### src/rtl/alu_entry_fsm.sv
// Operand-entry and execute controller for the lab ALU: each step pulse captures A, B, then the
// opcode together with a registered result and flags, then clears result_valid and wraps.
module alu_entry_fsm #(
  parameter int unsigned WIDTH = 4
) (
  input  logic             clock,
  input  logic             rstsync,
  input  logic             i_rise,
  input  logic [WIDTH-1:0] i_sw,
  output logic [WIDTH-1:0] o_a_reg,
  output logic [WIDTH-1:0] o_b_reg,
  output logic [2:0]       o_op_reg,
  output logic [WIDTH-1:0] o_result,
  output logic             o_carry,
  output logic             o_zero,
  output logic             o_overflow,
  output logic             o_result_valid,
  output logic [1:0]       o_state,
  output logic [WIDTH-1:0] o_display
);

  typedef enum logic [1:0] {
    StA   = 2'b00,
    StB   = 2'b01,
    StOp  = 2'b10,
    StRes = 2'b11
  } state_t;

  localparam logic [2:0] OpAdd = 3'b000;
  localparam logic [2:0] OpSub = 3'b001;
  localparam logic [2:0] OpAnd = 3'b010;
  localparam logic [2:0] OpOr  = 3'b011;
  localparam logic [2:0] OpXor = 3'b100;
  localparam logic [2:0] OpNot = 3'b101;
  localparam logic [2:0] OpShl = 3'b110;
  localparam logic [2:0] OpShr = 3'b111;

  state_t           r_state, w_state_next;
  logic [WIDTH-1:0] r_a, w_a_next;
  logic [WIDTH-1:0] r_b, w_b_next;
  logic [2:0]       r_op, w_op_next;
  logic [WIDTH-1:0] r_result, w_result_next;
  logic             r_carry, w_carry_next;
  logic             r_zero, w_zero_next;
  logic             r_overflow, w_overflow_next;
  logic             r_valid, w_valid_next;

  // ALU evaluation uses the live opcode on the switches, since op_reg loads on the same edge.
  logic [2:0]       w_alu_op;
  logic [WIDTH:0]   w_sum;
  logic [WIDTH:0]   w_diff;
  logic [WIDTH-1:0] w_alu_res;
  logic             w_alu_carry;
  logic             w_alu_zero;
  logic             w_alu_overflow;

  always_comb begin
    w_alu_op       = i_sw[2:0];
    w_sum          = {1'b0, r_a} + {1'b0, r_b};
    w_diff         = {1'b0, r_a} - {1'b0, r_b};
    w_alu_res      = '0;
    w_alu_carry    = 1'b0;
    w_alu_overflow = 1'b0;
    unique case (w_alu_op)
      OpAdd: begin
        w_alu_res      = w_sum[WIDTH-1:0];
        w_alu_carry    = w_sum[WIDTH];
        w_alu_overflow = (r_a[WIDTH-1] == r_b[WIDTH-1]) && (w_sum[WIDTH-1] != r_a[WIDTH-1]);
      end
      OpSub: begin
        // Top bit of the widened difference is the unsigned borrow.
        w_alu_res      = w_diff[WIDTH-1:0];
        w_alu_carry    = w_diff[WIDTH];
        w_alu_overflow = (r_a[WIDTH-1] != r_b[WIDTH-1]) && (w_diff[WIDTH-1] != r_a[WIDTH-1]);
      end
      OpAnd: w_alu_res = r_a & r_b;
      OpOr:  w_alu_res = r_a | r_b;
      OpXor: w_alu_res = r_a ^ r_b;
      OpNot: w_alu_res = ~r_a;
      OpShl: begin
        w_alu_res   = {r_a[WIDTH-2:0], 1'b0};
        w_alu_carry = r_a[WIDTH-1];
      end
      OpShr: begin
        w_alu_res   = {1'b0, r_a[WIDTH-1:1]};
        w_alu_carry = r_a[0];
      end
      default: w_alu_res = '0;
    endcase
    w_alu_zero = (w_alu_res == '0);
  end

  always_comb begin
    w_state_next    = r_state;
    w_a_next        = r_a;
    w_b_next        = r_b;
    w_op_next       = r_op;
    w_result_next   = r_result;
    w_carry_next    = r_carry;
    w_zero_next     = r_zero;
    w_overflow_next = r_overflow;
    w_valid_next    = r_valid;
    if (i_rise) begin
      unique case (r_state)
        StA: begin
          w_a_next     = i_sw;
          w_state_next = StB;
        end
        StB: begin
          w_b_next     = i_sw;
          w_state_next = StOp;
        end
        StOp: begin
          w_op_next       = w_alu_op;
          w_result_next   = w_alu_res;
          w_carry_next    = w_alu_carry;
          w_zero_next     = w_alu_zero;
          w_overflow_next = w_alu_overflow;
          w_valid_next    = 1'b1;
          w_state_next    = StRes;
        end
        StRes: begin
          w_valid_next = 1'b0;
          w_state_next = StA;
        end
        default: w_state_next = StA;
      endcase
    end
  end

  always_ff @(posedge clock or negedge rstsync) begin
    if (!rstsync) begin
      r_state    <= StA;
      r_a        <= '0;
      r_b        <= '0;
      r_op       <= '0;
      r_result   <= '0;
      r_carry    <= 1'b0;
      r_zero     <= 1'b0;
      r_overflow <= 1'b0;
      r_valid    <= 1'b0;
    end else begin
      r_state    <= w_state_next;
      r_a        <= w_a_next;
      r_b        <= w_b_next;
      r_op       <= w_op_next;
      r_result   <= w_result_next;
      r_carry    <= w_carry_next;
      r_zero     <= w_zero_next;
      r_overflow <= w_overflow_next;
      r_valid    <= w_valid_next;
    end
  end

  always_comb begin
    o_display = i_sw;
    unique case (r_state)
      StA, StB: o_display = i_sw;
      StOp:     o_display = {{(WIDTH-3){1'b0}}, i_sw[2:0]};
      StRes:    o_display = r_result;
      default:  o_display = i_sw;
    endcase
  end

  assign o_state        = r_state;
  assign o_a_reg        = r_a;
  assign o_b_reg        = r_b;
  assign o_op_reg       = r_op;
  assign o_result       = r_result;
  assign o_carry        = r_carry;
  assign o_zero         = r_zero;
  assign o_overflow     = r_overflow;
  assign o_result_valid = r_valid;

endmodule

### config.mk
export PLATFORM = sky130hd
export DESIGN_NAME = alu_entry_fsm
export DESIGN_NICKNAME = d
export VERILOG_FILES = /design/src/rtl/alu_entry_fsm.sv
export SDC_FILE = /design/constraint.sdc
export NUM_CORES = 1
export LEC_CHECK = 0
export ABC_AREA = 0
export BUFFER_PORTS_ARGS = -buffer_cell sky130_fd_sc_hd__buf_2
export CORE_ASPECT_RATIO = 0.7
export CORE_MARGIN = 3
export CORE_UTILIZATION = 60
export CTS_BUF_LIST = sky130_fd_sc_hd__clkbuf_8
export CTS_CLUSTER_DIAMETER = 40
export DETAILED_ROUTE_END_ITERATION = 10
export HOLD_SLACK_MARGIN = 0.1
export PLACE_DENSITY = 0.83
export SYNTH_ARGS = -nofsm -noshare
export SYNTH_HDL_FRONTEND = slang
export SYNTH_SLANG_ARGS = --single-unit
### constraint.sdc
create_clock -name clock -period 3.85 [get_ports clock]
set_clock_uncertainty 0.2 [all_clocks]
set_input_delay 0 -clock clock [delete_from_list [all_inputs] [get_ports clock]]
set_output_delay 0 -clock clock [all_outputs]
set_load 0.01 [all_outputs]
==> results.txt <==
FF+latch count, synth: 21
Max Slew Vio Count: 0
worst vdd rail ir drop: 0.0004371 V
Crit Path Category: reg -> reg
drt wl/cell: 16.89 um
Nets: 229
synth top area cells: dfrtp_1, ha_1, mux2_2, o21ai_0, nand2_1
grt total ovfl: 0
top-count cell post-synth: dfrtp_1
Die ar.: 0.003307 mm2
Die H: 49.02 um
Post-Syn Nets: 196
RSZ-0062 raised after global routing: no
Post-synth EDFFs: 0
minimum clock period: 2560 ps
I/O Buffers: 31
Initial Utilization: 68.10%
timing startpoint of the critical path: o_a_reg[0]$_DFFE_PN0P_
Mapped Cells: 170
synthesis-to-finish area growth: 15.93%
post-synthesis simple-gate area fraction: 13.80%
crit end category: register
1st-iter DRT viols: 109
setup tns final: 0 ps
Placed Cells: 223
vias: 1407
DRC Markers: 0
Slowest-stage cell, CP: fa_1
Relative slew margins: 36.55%
fmax: 390.6 MHz
H-Tree Depth: 1
# fillers: 140
synth warn: 0
Hold WC Path Type: reg -> reg
adder-cell share of the synthesized area: 15.93%
fin util: 78.95%
Core Box Area: 0.002330 mm2
Pre-antenna DRT Iters: 4
CTS Buf Count: 3
Post-CTS Setup Inserts: 0
Critical Path RT: 3800 ps
vias in the first global route: 1370
P_leak: 0.9066 nW
Worst Tran Pin Value: 948.6 ps
CP arrival: 2510 ps
Die W: 67.46 um
Yosys top cell area share: 33.12%
Post-synth ARST share: 100.0%
min-delay src: o_op_reg[0]$_DFFE_PN0P_
CP startpoint kind: register
final number of hold-violating endpoints: 0
Via density: 6.013
mux contribution to synthesized area: 8.123%
post_cts resized: 0
Netlist cell types: 40
WHS: 296.7 ps
diode count: 0
Max Cap Viol: 0
XOR/XNOR Fraction of Synth Area: 2.760%
FF/Latch Area: 525.5 um2
Worst path max stage delay: 490 ps
Syn Std Cell Area: 0.001587 mm2
Post-synth top flop: dfrtp_1
Root Buffer: clkbuf_8
status: completed
I/O pins: 32
initial antenna violation count: 0
r2r startpoint: o_a_reg[0]$_DFFE_PN0P_
Yosys top cell by area: dfrtp_1
Synth top cells by count: dfrtp_1, ha_1, nand2_1
RePlAce Congestion: 0.9056
first-pass GRT wire length: 6.637 mm
syn_area_per_cell: 9.332 um2
pin count of the biggest net entering global routing: 22
combinational family with the most area after synthesis: compound AO/OA/AOI/OAI gates
clk_lat worst skew: 250 ps
clock slew at the register clock pins of the worst setup and hold paths: 80 ps
Clock Path Buffers: 2
CP max FO: 7
post-synthesis compound-gate area fraction: 19.01%
layout cells sized above 1: 22.77%
GR Util All Layers: 26.23%
register area share after synthesis: 33.12%
CTS tree: yes
final cell count without fillers: 234
final period utilization: 66.50%
DP Wirelength: 3.020 mm
CP cell instances: inv_1 > ha_1 > fa_1 > mux2i_1 > or3_1 > a32oi_1 > a21oi_1 > mux2_2
CP Buf/Inv Count: 1
num rows: 14
Sink Count: 21
multi-input gate area in the final layout: 945.9 um2
final antenna-violating net count: 0
power density cells: 819.1 mW/mm2
Setup Viol. Count Final: 0
crit-path leading delay family: adder cells
drt total wl: 3.952 mm
-- where the power goes --
group          internal (mW)  switching [mW]  leakage (nW)
clock                 0.0721          0.0708        0.0255
sequential             0.325           0.120         0.259
combinational          0.398           0.521         0.622
-- per-stage QoR --
stage / cell area, um2 / power, mW / setup WS (ps)
2_1_floorplan: 1587 / 1.058 / 1430
3_3_place_gp: 1723 / 1.293 / 1423
3_5_place_dp: 1723 / 1.351 / 1315
4_1_cts: 1839 / 1.497 / 1307
5_1_grt: 1839 / 1.639 / 1156
6_report: 1839 / 1.507 / 1290
-- worst paths after layout --
| check | endpoint | slack (ps) | depth (start not counted) |
|---|---|---|---|
| worst min-delay path | o_op_reg[0]$_DFFE_PN0P_ | 300 | 2 |
| max in group asynchronous | o_a_reg[1]$_DFFE_PN0P_ | 2120 | 3 |
| worst max register to register | o_result[1]$_DFFE_PN0P_ | 1290 | 8 |
| min in group asynchronous | o_op_reg[0]$_DFFE_PN0P_ | 740 | 3 |
| worst max-delay path | o_result[1]$_DFFE_PN0P_ | 1290 | 8 |
| worst min register to register | o_op_reg[0]$_DFFE_PN0P_ | 300 | 2 |
-- per-layer routing --
layer  vias to the layer above  global-route usage (%)  routed length [um]
li1                        652                       -                   -
met4                         0                   5.387                  27
met3                         7                   6.912                 373
met2                        77                   42.49                1888
met1                       671                   34.99                1663
met5                         -                       0                   0
-- tightest hold or removal path: stages (launching register included) --
cell	delay, ps
dfrtp_1	350
nand2_1	50
o21ai_0	70
-- cells in the final DEF (no fill, tap or decap), types with 3 or more instances in the layout --
cell and n:
inv_1 14, dfrtp_1 21, o21ai_0 13, a211oi_1 5, nor2_1 10, xnor2_1 3
a22o_1 4, mux2_2 6, clkbuf_8 3, nor2b_1 5, a21oi_1 6, nand2_1 15
buf_2 31, mux2i_1 5, ha_1 17, dlygate4sd3_1 7, nor3_1 4
-- cell type report --
type                    count  share of cell area [%]
well taps                  32                   2.177
multi-input cells         124                   51.43
repair buffers             38                   12.24
clock inverters             1                  0.2721
flip-flops and latches     21                   28.57
clock buffers               3                   2.245
inverters                  15                   3.061
-- logic make-up (layout without fill, tap and decap cells) --
family | Yosys count | after routing
simple gates | 43 | 43
fa+ha+maj | 19 | 19
buf+inv | 25 | 57
mux | 12 | 12
compound gates | 45 | 45
xor+xnor | 5 | 5
flops | 21 | 21
-- timing repair --
item | in CTS | in global routing
endpoints found under the setup margin | 0 | 0
endpoints found under the hold margin | 33 | 0
hold buffers | 7 | 0
(Power assumes the default switching activity.)
